<file path="config.mk">
export PLATFORM = sky130hd
export DESIGN_NAME = mmio_arbiter
export DESIGN_NICKNAME = d
export VERILOG_FILES = /design/src/rtl/mmio_arb_pkg.sv /design/src/rtl/rr_arbiter.sv /design/src/rtl/mmio_arbiter.sv
export SDC_FILE = /design/constraint.sdc
export NUM_CORES = 1
export LEC_CHECK = 0
export CORE_MARGIN = 1
export CORE_UTILIZATION = 40
export CTS_BUF_LIST = sky130_fd_sc_hd__clkbuf_16
export DETAILED_ROUTE_END_ITERATION = 8
export GPL_TIMING_DRIVEN = 0
export PLACE_DENSITY = 0.81
export SYNTH_ARGS = -nofsm -noshare
export SYNTH_HDL_FRONTEND = slang
export SYNTH_SLANG_ARGS = --single-unit
</file>
<file path="constraint.sdc">
create_clock -name clk_i -period 1.75 [get_ports clk_i]
set_input_delay 0.35 -clock clk_i [delete_from_list [all_inputs] [get_ports clk_i]]
set_output_delay 0.35 -clock clk_i [all_outputs]
set_load 0.02 [all_outputs]
</file>
<file path="src/rtl/mmio_arb_pkg.sv">
// rtl/mmio_arb_pkg.sv - shared types and helpers for mmio_arbiter
package mmio_arb_pkg;

  // Widest master id an owner entry can carry (up to 256 masters).
  localparam int OWNER_ID_W = 8;

  function automatic int id_width(input int mst_num);
    return (mst_num > 1) ? $clog2(mst_num) : 1;
  endfunction

  typedef struct packed {
    logic                  valid;
    logic [OWNER_ID_W-1:0] id;
  } owner_t;

endpackage

</file>
<file path="src/rtl/rr_arbiter.sv">
// rtl/rr_arbiter.sv - round-robin grant with a registered priority pointer
module rr_arbiter
  import mmio_arb_pkg::*;
#(
  parameter int MST_NUM = 2,
  localparam int ID_W = id_width(MST_NUM)
) (
  input  logic               clk_i,
  input  logic               rst_i,
  input  logic [MST_NUM-1:0] req,
  input  logic               advance,
  output logic [MST_NUM-1:0] gnt,
  output logic [ID_W-1:0]    winner
);

  localparam logic [ID_W:0] N = (ID_W+1)'(MST_NUM);

  logic [ID_W-1:0]    ptr;
  logic [MST_NUM-1:0] rot;
  logic [ID_W:0]      idx;
  logic               found;

  // rot[i] is the request of master (ptr + i) mod MST_NUM.
  assign rot = MST_NUM'({req, req} >> ptr);

  always_comb begin
    gnt    = '0;
    winner = '0;
    found  = 1'b0;
    idx    = '0;
    for (int i = 0; i < MST_NUM; i++) begin
      if (!found && rot[i]) begin
        found = 1'b1;
        idx   = {1'b0, ptr} + (ID_W+1)'(i);
        if (idx >= N) idx = idx - N;
        winner = idx[ID_W-1:0];
      end
    end
    if (found && !rst_i) gnt = MST_NUM'(1) << winner;
  end

  generate
    if (MST_NUM == 1) begin : g_single
      assign ptr = '0;
    end else begin : g_multi
      always_ff @(posedge clk_i) begin
        if (rst_i) begin
          ptr <= '0;
        end else if (advance) begin
          ptr <= (winner == ID_W'(MST_NUM - 1)) ? '0 : winner + ID_W'(1);
        end
      end
    end
  endgenerate

endmodule

</file>
<file path="src/rtl/mmio_arbiter.sv">
// rtl/mmio_arbiter.sv - round-robin sharing of one MMIO slave port between masters
module mmio_arbiter
  import mmio_arb_pkg::*;
#(
  parameter int A_WIDTH    = 32,
  parameter int D_WIDTH    = 32,
  parameter int MST_NUM    = 2,
  parameter int RD_LATENCY = 1
) (
  input  logic                         clk_i,
  input  logic                         rst_i,
  input  logic [MST_NUM-1:0]           m_req_i,
  input  logic [MST_NUM-1:0]           m_wr_i,
  input  logic [MST_NUM*A_WIDTH-1:0]   m_addr_i,
  input  logic [MST_NUM*D_WIDTH-1:0]   m_wdata_i,
  input  logic [MST_NUM*D_WIDTH/8-1:0] m_byteen_i,
  output logic [MST_NUM-1:0]           m_gnt_o,
  output logic [MST_NUM-1:0]           m_rvalid_o,
  output logic [D_WIDTH-1:0]           m_rdata_o,
  output logic                         wr_en_o,
  output logic [A_WIDTH-1:0]           wr_addr_o,
  output logic [D_WIDTH-1:0]           wr_data_o,
  output logic [D_WIDTH/8-1:0]         wr_byteen_o,
  output logic                         rd_en_o,
  output logic [A_WIDTH-1:0]           rd_addr_o,
  input  logic [D_WIDTH-1:0]           rd_data_i
);

  localparam int ID_W = id_width(MST_NUM);
  localparam int BE_W = D_WIDTH / 8;

  logic [MST_NUM-1:0] gnt;
  logic [ID_W-1:0]    winner;
  logic               xfer;
  logic               sel_wr;
  logic [A_WIDTH-1:0] sel_addr;
  logic [D_WIDTH-1:0] sel_wdata;
  logic [BE_W-1:0]    sel_byteen;
  logic [ID_W-1:0]    issue_id;

  owner_t [RD_LATENCY-1:0] owner_pipe;
  owner_t                  owner_tail;

  rr_arbiter #(
    .MST_NUM (MST_NUM)
  ) u_rr_arbiter (
    .clk_i   (clk_i),
    .rst_i   (rst_i),
    .req     (m_req_i),
    .advance (xfer),
    .gnt     (gnt),
    .winner  (winner)
  );

  assign m_gnt_o = gnt;
  assign xfer    = |(gnt & m_req_i);

  always_comb begin
    sel_wr     = 1'b0;
    sel_addr   = '0;
    sel_wdata  = '0;
    sel_byteen = '0;
    for (int k = 0; k < MST_NUM; k++) begin
      if (gnt[k]) begin
        sel_wr     = m_wr_i[k];
        sel_addr   = m_addr_i[k*A_WIDTH +: A_WIDTH];
        sel_wdata  = m_wdata_i[k*D_WIDTH +: D_WIDTH];
        sel_byteen = m_byteen_i[k*BE_W +: BE_W];
      end
    end
  end

  // Address/data hold their last values when nothing is issued.
  always_ff @(posedge clk_i) begin
    if (rst_i) begin
      wr_en_o     <= 1'b0;
      rd_en_o     <= 1'b0;
      wr_addr_o   <= '0;
      wr_data_o   <= '0;
      wr_byteen_o <= '0;
      rd_addr_o   <= '0;
      issue_id    <= '0;
    end else begin
      wr_en_o <= xfer && sel_wr;
      rd_en_o <= xfer && !sel_wr;
      if (xfer && sel_wr) begin
        wr_addr_o   <= sel_addr;
        wr_data_o   <= sel_wdata;
        wr_byteen_o <= sel_byteen;
      end
      if (xfer && !sel_wr) begin
        rd_addr_o <= sel_addr;
        issue_id  <= winner;
      end
    end
  end

  // Owner entry enters when rd_en_o is on the port and leaves with rd_data_i.
  always_ff @(posedge clk_i) begin
    if (rst_i) begin
      owner_pipe <= '0;
    end else begin
      owner_pipe[0] <= {rd_en_o, OWNER_ID_W'(issue_id)};
      for (int i = 1; i < RD_LATENCY; i++) begin
        owner_pipe[i] <= owner_pipe[i-1];
      end
    end
  end

  assign owner_tail = owner_pipe[RD_LATENCY-1];

  always_ff @(posedge clk_i) begin
    if (rst_i) begin
      m_rvalid_o <= '0;
      m_rdata_o  <= '0;
    end else begin
      for (int k = 0; k < MST_NUM; k++) begin
        m_rvalid_o[k] <= owner_tail.valid && (owner_tail.id == OWNER_ID_W'(k));
      end
      if (owner_tail.valid) m_rdata_o <= rd_data_i;
    end
  end

endmodule

</file>
==> metrics.cfg <==
[die]
fp.dieH_um = 126
io_pins = 312
num_rows = 44
die_w_um = 126
start_util_pct = 41.6
core_mm2 = 0.0148
fp.dieArea_mm2 = 0.0159

[placed_design]
dpl_cell_area_mm2 = 0.00947
placedCellCount = 1086
port_buffers = 309
dp_hpwl_mm = 17.9
gp_congestion = 0.811

[synthesis]
ys_types = 23
synth_area_per_cell_um2 = 10.4
yosysWarnings = 0
syn_inst = 593
ys_seq_area_share_pct = 45.6
ys_top_cells_by_area = dfxtp_1, a221oi_1, a211oi_1, a32oi_1, mux2i_1
synthesis.area_mm2 = 0.00614
synth-seq-cells = 140
yosys.area.top_type_share_pct = 45.6
synth_fp_nets = 767
yosysTopAreaCell = dfxtp_1

[run_status]
status = finished, final reports clean

[global_route]
grt_pass1_vias = 6637
grt_max_degree = 20
antenna_found_initial = 0
grt_usage_pct = 30.2
grt_pass1_wl_mm = 37.0
overflow = 0

[sta]
timing.fmax_mhz = 572
rsz0062_at_grt = true
worst_slew_pin_slew_ns = 0.621
period_minus_slack_ns = 1.75
hold_viol = 0
timing.final.crit_share_pct = 99.8
finalSetupTns_ns = 0
relSlewSlack_pct = 58.6
fin_worst_skew_ns = 0.00590
setup_viol = 0
slew_violations = 0

[clocking]
clock-root-buffer = clkbuf_16
cts_buffers = 17
cts_hold_buf = 0
clk_pin_slew_ns = 0.06
cts.sinks = 140
clock_path_buffers = 2
htree_levels = 4
clk_latency_ns = 0.42
cts_tree = yes

[routing]
wl_per_cell_um = 21.8
vias = 6926
top_layer_used = met4
drc = 0
m1WireLength_mm = 9.79
first_pass_iters = 5
wl_mm = 24.4
avgViaCountPerCell = 6.18
drt_iter0_markers = 458
ant_nets = 0
wl_met2_mm = 11.7
wl_met3_mm = 2.06

[finish]
fin_area_mm2 = 0.0103
drive_gt1_share_pct = 12.1
nFillCells = 1156
multiInputGateArea_mm2 = 0.00288
antennaDiodeCount = 0
layout_commonest_cell = clkdlybuf4s50_1
layout.cells.non_filler = 1120
area_growth_syn_to_layout_pct = 67.2
final_cell_mix = clkdlybuf4s50_1, dfxtp_1, a221oi_1
seq_area_mm2 = 0.00281
nets = 1097

[min_path]
hold_path.class = flop to flop

[worst_setup_path]
path_class = flop to flop
cp_data_required_time_ns = 2.06
crit_path_max_fanout = 10
start_kind = flop
worstPathArrival_ns = 2.05
worstSetupEndpointType = flop

[pwr]
p_per_area_mw_per_mm2 = 920
peakVddDrop_uv = 700
design_power_total_mw = 9.46
static-leakage-power_nw = 4.56

[job]
cap_violations = 0

## per-stage QoR
step	utilization, %	setup slack (ns)	hold WS, ns
2_1_floorplan	-	0.0891	0.388
3_3_place_gp	64.2	-0.953	0.410
6_report	69.6	0.00320	0.427
4_1_cts	68.3	-0.0586	0.419
3_5_place_dp	64.2	-0.947	0.413
5_1_grt	69.6	-0.0432	0.444
## cell families after synthesis
| kind of cell | after synthesis | synth area share [%] |
|---|---|---|
| mux | 32 | 5.21 |
| simple gates | 46 | 3.28 |
| buf+inv | 100 | 7.92 |
| flops | 140 | 45.6 |
| compound gates | 275 | 38.0 |
## synth_stat cells
library cell	n
buf_4	13
inv_1	1
a21boi_4	1
nand2_1	2
dfxtp_1	140
o21ai_0	1
a21bo_2	1
and3b_1	1
a211oi_2	10
nor2b_1	5
a21oi_1	2
mux2i_1	32
a221oi_1	100
nor3b_1	1
buf_2	38
a22o_1	2
nor2_1	34
buf_6	2
nand2b_1	2
a32oi_1	68
and2_1	1
clkbuf_1	46
a211oi_1	90
## registers in the layout, indices dropped and copies added (netlist names), 2 cells and up
signal       flops
wr_byteen_o      4
wr_data_o       32
wr_addr_o       32
rd_addr_o       32
owner_pipe       2
m_rvalid_o       2
m_rdata_o       32
## worst paths after layout
path | depth (start not counted) | slack [ns] | from | endpoint
setup reg to reg | 6 | 0.003 | u_rr_arbiter.ptr$_SDFFE_PP0P_ | rd_addr_o[12]$_SDFFE_PP0P_
hold reg to reg | 1 | 0.43 | owner_pipe[0]$_SDFF_PP0_ | m_rvalid_o[0]$_SDFF_PP0_
hold / removal | 1 | 0.43 | owner_pipe[0]$_SDFF_PP0_ | m_rvalid_o[0]$_SDFF_PP0_
setup / recovery | 6 | 0.003 | u_rr_arbiter.ptr$_SDFFE_PP0P_ | rd_addr_o[12]$_SDFFE_PP0P_
## worst max-delay path: stages, from the launching register on
cell and delay [ns]:
dfxtp_4 0.37, nand2b_4 0.15, buf_4 0.19, buf_4 0.22
buf_2 0.27, a221oi_1 0.12, a211oi_1 0.32
## per-layer routing
metal,vias up,track usage [%]
li1,3129,-
met2,408,51.2
met3,64,7.43
met5,-,0
met1,3325,36.3
met4,0,12.8
## power breakdown
group	leakage, nW	total (mW)	switching (mW)	internal (mW)
clock	0.282	3.56	1.35	2.21
combinational	3.13	2.33	1.21	1.12
sequential	1.15	3.57	0.136	3.43
total	4.56	9.46	2.70	6.76
## area by class of cell
class / count / share of cell area (%)
buffer: 96 / 5.14
clock buffer: 17 / 4.14
clock inverter: 15 / 1.52
inverter: 1 / 0.0365
multi-input combinational: 353 / 28.0
sequential: 140 / 27.3
tap: 184 / 2.24
timing repair buffer: 314 / 31.6
## repair_timing
item                                    4_1_cts  5_1_grt
buffers inserted                              3        2
hold endpoints to repair                      0        0
endpoints found under the setup margin      134      104
pin swaps                                     1        1
gates resized for setup                      63       77
Power figures use the tool's default switching activity.
